`src/rtl/fetch_stage.sv`:
```
// Instruction fetch stage: PC register feeding a 2-entry {instruction, pc} buffer
// that presents its head to decode, with branch redirect and synchronous reset.
module fetch_stage #(
    parameter int          WIDTH   = 8,
    parameter int unsigned RESETPC = 0,
    parameter int unsigned INCR    = 1
) (
    input  logic             clock,
    input  logic             reset,
    output logic [WIDTH-1:0] instrAddress,
    input  logic [WIDTH-1:0] instrData,
    input  logic             branchTaken,
    input  logic [WIDTH-1:0] branchTarget,
    input  logic             decodeReady,
    output logic [WIDTH-1:0] instructionD,
    output logic [WIDTH-1:0] pcD,
    output logic [WIDTH-1:0] pcPlus8D,
    output logic             validD,
    output logic [1:0]       count
);

    localparam logic [WIDTH-1:0] L_RESETPC = WIDTH'(RESETPC);
    localparam logic [WIDTH-1:0] L_INCR    = WIDTH'(INCR);

    typedef enum logic [1:0] {
        S_EMPTY = 2'd0,
        S_ONE   = 2'd1,
        S_FULL  = 2'd2
    } state_t;

    state_t           r_state;
    logic [WIDTH-1:0] r_pc;
    logic             r_head;
    logic [WIDTH-1:0] r_instr [2];
    logic [WIDTH-1:0] r_pcbuf [2];

    logic w_pop;
    logic w_push;
    logic w_tail;

    assign w_pop  = validD & decodeReady;
    assign w_push = !branchTaken & ((r_state != S_FULL) | w_pop);
    // When FULL and popping, the slot being vacated is the head, so the tail lands there.
    assign w_tail = (r_state == S_ONE) ? ~r_head : r_head;

    always_ff @(posedge clock) begin
        if (reset) begin
            r_state <= S_EMPTY;
            r_pc    <= L_RESETPC;
            r_head  <= 1'b0;
        end else if (branchTaken) begin
            r_state <= S_EMPTY;
            r_pc    <= branchTarget;
            r_head  <= 1'b0;
        end else begin
            if (w_push)
                r_pc <= r_pc + L_INCR;
            if (w_pop)
                r_head <= ~r_head;
            case ({w_push, w_pop})
                2'b10:   r_state <= (r_state == S_EMPTY) ? S_ONE : S_FULL;
                2'b01:   r_state <= (r_state == S_FULL) ? S_ONE : S_EMPTY;
                default: r_state <= r_state;
            endcase
        end
    end

    // Buffer contents need no reset: occupancy alone decides what is visible.
    always_ff @(posedge clock) begin
        if (w_push) begin
            r_instr[w_tail] <= instrData;
            r_pcbuf[w_tail] <= r_pc;
        end
    end

    assign instrAddress = r_pc;
    assign validD       = (r_state != S_EMPTY);
    assign instructionD = validD ? r_instr[r_head] : '0;
    assign pcD          = validD ? r_pcbuf[r_head] : '0;
    assign pcPlus8D     = pcD + WIDTH'(8);
    assign count        = 2'(r_state);

endmodule

```
`config.mk`:
```
export PLATFORM = sky130hd
export DESIGN_NAME = fetch_stage
export DESIGN_NICKNAME = d
export VERILOG_FILES = /design/src/rtl/fetch_stage.sv
export SDC_FILE = /design/constraint.sdc
export NUM_CORES = 1
export LEC_CHECK = 0
export CAP_MARGIN = 20
export CORE_MARGIN = 8
export CORE_UTILIZATION = 33
export CTS_CLUSTER_SIZE = 14
export DETAILED_ROUTE_END_ITERATION = 10
export SETUP_SLACK_MARGIN = 0.3
export SYNTH_ARGS = -nofsm -noshare
export SYNTH_HDL_FRONTEND = slang
export SYNTH_SLANG_ARGS = --single-unit
```
`constraint.sdc`:
```
create_clock -name clock -period 2.45 [get_ports clock]
set_input_delay 0.3675 -clock clock [delete_from_list [all_inputs] [get_ports clock]]
set_output_delay 0.3675 -clock clock [all_outputs]
set_load 0.05 [all_outputs]
```
# Yosys cells after proc, flatten, opt, wreduce, memory -nomap -nowiden
# Memories as Yosys holds them, arrays and structs flattened. A register that Yosys moved wholly into a read port is not among the register bits.
# Index checks and enable logic that the tools add are counted.
classes:
  bitwise_logic: 4
  addsub: 2
  eq_ne: 5
  muxes: 14
  n_reduce_logical: 6
ops:
  columns: ["cell", "n"]
  rows:
  - ["$mux 8", 4]
  - ["$add 8x1->8 const B", 1]
  - ["$add 8x4->8 const B", 1]
  - ["$mux 1", 8]
  - ["$reduce_bool 2->1", 3]
  - ["$eq 2x1->1 const B", 2]
  - ["$eq 2x2->1 const B", 2]
  - ["$pmux 2 s2", 1]
  - ["$and 1x1->1", 2]
  - ["$logic_not 2->1", 1]
  - ["$mux 2", 1]
  - ["$ne 2x2->1 const B", 1]
  - ["$reduce_or 2->1", 1]
  - ["$logic_not 1->1", 1]
  - ["$not 1->1", 1]
  - ["$or 1x1->1", 1]
totals:
  regBits: 11
  wordCells: 36
  out_inout_bits: 35
  memories: 2
  ram_bits: 32
  in_bits: 20
mem_list:
  columns: ["name", "words", "width", "read_ports", "rd_ports_with_merged_regs", "write_ports", "line_no", "rtl"]
  rows:
  - ["r_instr", 2, 8, 1, 1, 1, "34", "logic [WIDTH-1:0] r_instr [2];"]
  - ["r_pcbuf", 2, 8, 1, 1, 1, "35", "logic [WIDTH-1:0] r_pcbuf [2];"]

# Depth between registers and ports, before layout
# Gate-level depths: netlist of the first run.
logic_depth:
  ltp_word: 6
  mapped_depth: 7
  mapped_depth_nobuf: 6

# Worst setup path before layout of the first run
# Ideal clock, no wire load.
synth_path:
  path_kind: "reg2out"
  start: "register r_state[0] (netlist: count[0])"
  end: "output pcPlus8D[7]"
  required_time_ns: 2.082
  slack_ns: -1.259
  arrival_ns: 3.341
  path_buffers: 2
  path_stages_with_launch: 8
  path_cell_list: "dfxtp_1 -> nor2_1 -> clkbuf_1 -> clkbuf_1 -> nor2_1 -> ha_1 -> nor4b_1 -> xor2_1"
synth_between:
  elab_chain_cells: 3
synth_rtl:
  columns: ["element", "line_no", "rtl"]
  rows:
  - ["start, declared", "31", "state_t r_state;"]
  - ["start signal, assigned", "61", "2'b10: r_state <= (r_state == S_EMPTY) ? S_ONE : S_FULL;"]
  - ["start signal, assigned", "62", "2'b01: r_state <= (r_state == S_FULL) ? S_ONE : S_EMPTY;"]
  - ["start signal, assigned", "63", "default: r_state <= r_state;"]
  - ["$reduce_bool 2->1", "77", "assign validD = (r_state != S_EMPTY);"]
  - ["$mux 8", "79", "assign pcD = validD ? r_pcbuf[r_head] : '0;"]
  - ["net pcD[4]", "16", "output logic [WIDTH-1:0] pcD,"]
  - ["$add 8x4->8", "80", "assign pcPlus8D = pcD + WIDTH'(8);"]
  - ["end, declared", "17", "output logic [WIDTH-1:0] pcPlus8D,"]
# The timed path passes the listed nets, and every way through them passes these cells.

==> reports/qor.yml, run 1 <==
status: "completed"
ys.flop_type: "edfxtp_1"
fmax_mhz: 446
worst-path-max-fanout: 5
fin_setup_tns_ns: 0
place.gp.congestion: 0.866
synth_top_family_by_area: "simple AND/OR/NAND/NOR gates"
die_area_mm2: 0.00855
num_rows: 28
hp-start: "instrAddress[5]"
place_ws_ns: 0.265
cts_buffer_depth: 2
setup_ws_ns: 0.208
place_hpwl_um: 3230
die_w_um: 92.5
synth_cell_types: 33
core_mm2: 0.00578
post-route-min-period_ns: 2.24
muxShareOfSynthArea_pct: 8.30
cp_cell_sequence: "mux2i_1, or2_4, clkinvlp_4, ha_4, nor4b_4, xor2_4, buf_12"
fin_area_mm2: 0.00307
reg2reg_to: "instrAddress[6]"
wl_per_cell_um: 14.6
finalSetupViolations: 0
peakVddDrop_uv: 307
n_antenna_cell: 0
max_stage_delay_ns: 0.37
post-route-period-util_pct: 91.5
grt_max_degree: 17
crit_arrival_ns: 1.87
placed_area_mm2: 0.00293
path_buf_inv: 2
rrSetupSlack_ns: 0.81
syn_inst: 156
slowest_stage: "dfxtp_4"
drc: 0
slew_headroom_pct: 49.0
fillers: 515
die_y_um: 92.5
synth-edff-count: 32
power_per_cell_area_mw_per_mm2: 584
area_delta_synth_final_pct: 59.0
cts_buffers: 5
syn_area_mm2: 0.00193
cpLargestDelayFamily: "simple AND/OR/NAND/NOR gates"
tightest_slew_ns: 0.762
cp.depth: 7
path_clk_slew_ns: 0.07
synth_xor_area_share_pct: 2.72
grt_pass1_vias: 1474
cts_sinks: 44
drv_slew: 0
required_ns: 2.08
port_buffers: 54
hold_path_depth: 0
ys_ff_latch: 44
vias: 1405
min_to: "r_pcbuf[0][5]"
gr-total-overflow: 0
fin_nets: 241
skew_ns: 0.00725
fin_cells: 295
cp-start-kind: "flip-flop"
ys_warn_count: 0
timing.rr.start: "instrAddress[0]"
holdWs_ns: 0.546
postRouteAntennaNets: 0
first_pass_iters: 4
hold_violations: 0
track_usage_pct: 10.7
root_buffer: "clkbuf_8"
yosys.area_share.simple_pct: 14.7
leakagePower_nw: 1.06
final_layout_size_suffix_gt1_share_pct: 28.6
synth-async-reset-ratio_pct: 0
worstSetupPathType: "reg2out"
io_pins: 55
hold_path_class: "reg2reg"
cp-end-kind: "output pin"
syn-num-nets: 178
reg2reg_depth: 4
synthAdderAreaFrac_pct: 1.30
antenna_found_initial: 0
synth-compound-area-share_pct: 6.74
placed_cells: 283
grt_pass1_wl_um: 7240
clk-insertion-delay-late_ns: 0.28
syn_area_per_cell_um2: 12.4
cts_tree: "built"
cap_viol_max_count: 0
rsz0062_at_grt: "yes"
start_util_pct: 33.4
wl_um: 4320
via_per_inst: 4.76
synth_seq_area_share_pct: 62.3
dr.first_iter.drc_count: 62
htree_num_levels: 2
## layout by cell type, fill, tap and decap left out, types with 5 or more instances in the layout
master / Yosys / layout
clkbuf_8: 0 / 5
clkdlybuf4s50_1: 0 / 29
nor2_1: 23 / 17
buf_12: 0 / 24
buf_4: 3 / 13
mux2i_1: 16 / 15
a311oi_1: 7 / 7
dfxtp_1: 12 / 9
edfxtp_1: 32 / 32
nand3_1: 5 / 5
## synthesized netlist by cell type (all sizes together), types with 4 or more instances
library cell   n  area [um^2]
a311oi         7         61.3
dfxtp         12          240
buf            7         42.5
nand2          4         15.0
nor3           5         25.0
clkbuf         4         15.0
nand3          5         25.0
mux2i         16          160
o21ai          4         20.0
inv            5         18.8
xor2           4         35.0
nor2          23         86.3
edfxtp        32          961
## metrics by stage
step / utilization [%] / total power, mW
floorplan: - / 1.13
global placement: 50.6 / 1.32
detailed placement: 50.6 / 1.33
CTS: 53.1 / 1.81
global route: 53.1 / 1.87
finish: 53.1 / 1.79
## cell families (layout without fill, tap and decap cells)
logic type / Yosys count / in the layout
xor gates and xnor gates: 6 / 6
DFF: 44 / 44
muxes: 16 / 16
and+or+nand+nor: 54 / 54
AOI/OAI and AO/OA: 18 / 18
buffers and inverters: 16 / 80
adders and majority gates: 2 / 2
## state kept, by name (all words and copies together), names as in the netlist, named ones only
register and cells:
instrAddress 8, r_pcbuf 16, count 2, r_head 1, r_instr 16
## how the worst max path moves through the flow
| stage | from | to | slack, ns |
|---|---|---|---|
| final | flip-flop | pcPlus8D[7] | 0.21 |
| after global routing | flip-flop | pcPlus8D[7] | 0.11 |
| after CTS | flip-flop | pcPlus8D[7] | 0.16 |
| after detailed placement | flip-flop | pcPlus8D[7] | 0.27 |
| after global placement | flip-flop | pcPlus8D[7] | 0.30 |
| after floorplan | count[1] | pcPlus8D[7] | -0.02 |
## layer usage
layer	GRT usage (%)	up-vias	routed length (um)
li1	-	699	-
met4	3.22	0	23
met3	4.94	2	370
met2	16.6	51	1970
met5	0	-	0
met1	12.9	653	1960
## cell type report
| class | instances | area [um^2] | share of cell area [%] |
|---|---|---|---|
| clock buffers | 8 | 101 | 3.30 |
| inverters | 5 | 22.5 | 0.734 |
| multi-input cells | 96 | 761 | 24.8 |
| flip-flops and latches | 44 | 1210 | 39.5 |
| well taps | 75 | 93.8 | 3.06 |
| repair buffers | 67 | 877 | 28.6 |
## report_power, final
part / internal (mW) / switching (mW)
clock: 0.264 / 0.219
sequential: 0.849 / 0.0343
combinational: 0.186 / 0.240
## timing repair
| action | 4_1_cts | 5_1_grt |
|---|---|---|
| hold buffers | 0 | 0 |
| gates resized for setup | 5 | 0 |
| setup buffers | 4 | 0 |
| pin swaps | 2 | 1 |
| gates cloned | 0 | 0 |
| setup endpoints to repair | 6 | 3 |
(Power assumes the default switching activity.)
==> run 2, diff against run 1 <==
==> constraint.sdc (replaced) <==
create_clock -name clock -period 2.45 [get_ports clock]
set_input_delay 0.49 -clock clock [delete_from_list [all_inputs] [get_ports clock]]
set_output_delay 0.49 -clock clock [all_outputs]
set_load 0.05 [all_outputs]
==> reports/qor.yml, run 2 (same netlist as run 1, synthesis figures left out) <==
io_pins: 55  # unchanged
root_buffer: "clkbuf_8"  # unchanged
fillers: 502  # was 515
die_y_um: 92.5  # unchanged
place_ws_ns: 0.147  # was 0.265 ns
place.gp.congestion: 0.840  # was 0.866
num_rows: 28  # unchanged
antenna_found_initial: 0  # unchanged
htree_num_levels: 2  # unchanged
grt_pass1_wl_um: 7470  # was 7240 um
multi_input_area_um2: 796  # was 761 um^2
cap_viol_max_count: 0  # unchanged
cp-start-kind: "flip-flop"  # unchanged
gr-total-overflow: 0  # unchanged
cts_sinks: 44  # unchanged
hold_violations: 0  # unchanged
port_buffers: 54  # unchanged
wl_per_cell_um: 14.9  # was 14.6 um
cts_buffers: 5  # unchanged
worstSetupEndpoint: "pcPlus8D[7]"  # unchanged
placed_cells: 284  # was 283
required_ns: 1.96  # was 2.08 ns
regArea_mm2: 0.00121  # about the same
layout_common_cells: "edfxtp_1 (32), buf_12 (24), clkdlybuf4s50_1 (22)"  # was edfxtp_1 (32), clkdlybuf4s50_1 (29), buf_12 (24)
worst-path-max-fanout: 3  # was 5
path_clk_slew_ns: 0.08  # was 0.07 ns
vias: 1461  # was 1405
status: "completed"  # unchanged
fin_area_mm2: 0.00314  # was 0.00307 mm^2
first_pass_iters: 4  # unchanged
start_util_pct: 33.4  # unchanged
grt_pass1_vias: 1502  # was 1474
track_usage_pct: 11.0  # was 10.7%
crit_arrival_ns: 1.87  # about the same
peakVddDrop_uv: 256  # was 307 uV
fmax_mhz: 424  # was 446 MHz
power_per_cell_area_mw_per_mm2: 557  # was 584 mW/mm^2
hold_path_class: "reg2reg"  # unchanged
reg2reg_depth: 5  # was 4
placed_area_mm2: 0.00294  # was 0.00293 mm^2
dr.first_iter.drc_count: 75  # was 62
tightest_slew_ns: 0.688  # was 0.762 ns
die_w_um: 92.5  # unchanged
final_layout_size_suffix_gt1_share_pct: 32.9  # was 28.6%
slew_headroom_pct: 53.9  # was 49.0%
reg2reg_to: "r_instr[0][1]"  # was instrAddress[6]
setup_ws_ns: 0.0908  # was 0.208 ns
worstSetupPathType: "reg2out"  # unchanged
cp-end-kind: "output pin"  # unchanged
final_common_cell: "edfxtp_1"  # unchanged
drc: 0  # unchanged
place_hpwl_um: 3430  # was 3230 um
ctsHoldBuffers: 0  # unchanged
n_antenna_cell: 0  # unchanged
die_area_mm2: 0.00855  # unchanged
via_per_inst: 4.87  # was 4.76
cts_buffer_depth: 2  # unchanged
post-route-period-util_pct: 96.3  # was 91.5%
power.total_mw: 1.75  # was 1.79 mW
leakagePower_nw: 1.17  # was 1.06 nW
grt_max_degree: 17  # unchanged
rrSetupSlack_ns: 0.50  # was 0.81 ns
postRouteAntennaNets: 0  # unchanged
core_mm2: 0.00578  # unchanged
rsz0062_at_grt: "yes"  # unchanged
drv_slew: 0  # unchanged
post-route-min-period_ns: 2.36  # was 2.24 ns
finalSetupViolations: 0  # unchanged
fin_cells: 300  # was 295
skew_ns: 0.00481  # was 0.00725 ns
fin_nets: 246  # was 241
wl_um: 4460  # was 4320 um
area_delta_synth_final_pct: 62.8  # was 59.0%
clk-insertion-delay-late_ns: 0.29  # was 0.28 ns
timing.rr.start: "count[0]"  # was instrAddress[0]
holdWs_ns: 0.563  # was 0.546 ns
cts_tree: "built"  # unchanged
==> run 2: changes by cell type in the layout (fill, tap and decap cells not counted), sizes merged, moves of 2 or more <==
| cell | previous run | this run |
|---|---|---|
| buf | 37 | 42 |
| clkbuf | 8 | 6 |
| clkdlybuf4s50 | 29 | 22 |
| dlymetal6s2s | 0 | 6 |
==> run 2: final cells by class <==
| type | instances | share of cell area, % |
|---|---|---|
| sequential | 44 | 38.5 |
| timing repair buffer | 72 | 29.8 |
| multi-input combinational | 96 | 25.3 |
| tap | 75 | 2.99 |
| clock buffer | 6 | 2.31 |
| inverter | 5 | 0.717 |
| clock inverter | 2 | 0.358 |
==> run 2: per-layer routing <==
layer	GRT usage, %	vias to the layer above	part of all wire (%)	wire, um
li1	-	711	-	-
met1	13.5	686	44	1950
met2	17.1	58	46	2050
met3	4.77	6	9.1	408
met4	3.22	0	1.3	57
met5	0	-	0	0
==> run 2: how the worst min path moves through the flow <==
stage,startpoint,endpoint,cells past startpoint
floorplan,reset,instrAddress[4],1
global placement,instrAddress[5],r_pcbuf[0][5],0
detailed placement,instrAddress[5],r_pcbuf[1][5],0
CTS,instrAddress[5],r_pcbuf[1][5],0
global route,instrAddress[4],r_pcbuf[1][4],0
finish,instrAddress[5],r_pcbuf[1][5],0
==> run 2: worst max-delay path: stages, from the launching register on <==
cell and delay, ns:
dfxtp_2 0.34, mux2i_2 0.15, or2_4 0.25, clkinvlp_4 0.09
ha_4 0.13, nor4b_4 0.29, xor2_4 0.19, buf_12 0.15
==> run 2: metrics by stage <==
| step | util, % | setup TNS (ns) |
|---|---|---|
| after floorplan | - | -0.189 |
| after global placement | 50.6 | -0.831 |
| after detailed placement | 50.8 | 0 |
| after CTS | 53.2 | 0 |
| after global routing | 54.4 | 0 |
| final | 54.4 | 0 |
==> run 2: power by group <==
group / internal, mW / switching [mW] / leakage, nW
sequential: 0.850 / 0.0334 / 0.405
combinational: 0.195 / 0.249 / 0.725
clock: 0.197 / 0.224 / 0.0388
total: 1.24 / 0.506 / 1.17
==> run 2: what timing repair did <==
| item | in CTS | in global routing |
|---|---|---|
| resized for setup | 5 | 15 |
| pin swaps | 3 | 2 |
| setup endpoints to repair | 7 | 28 |
| buffers inserted | 6 | 2 |
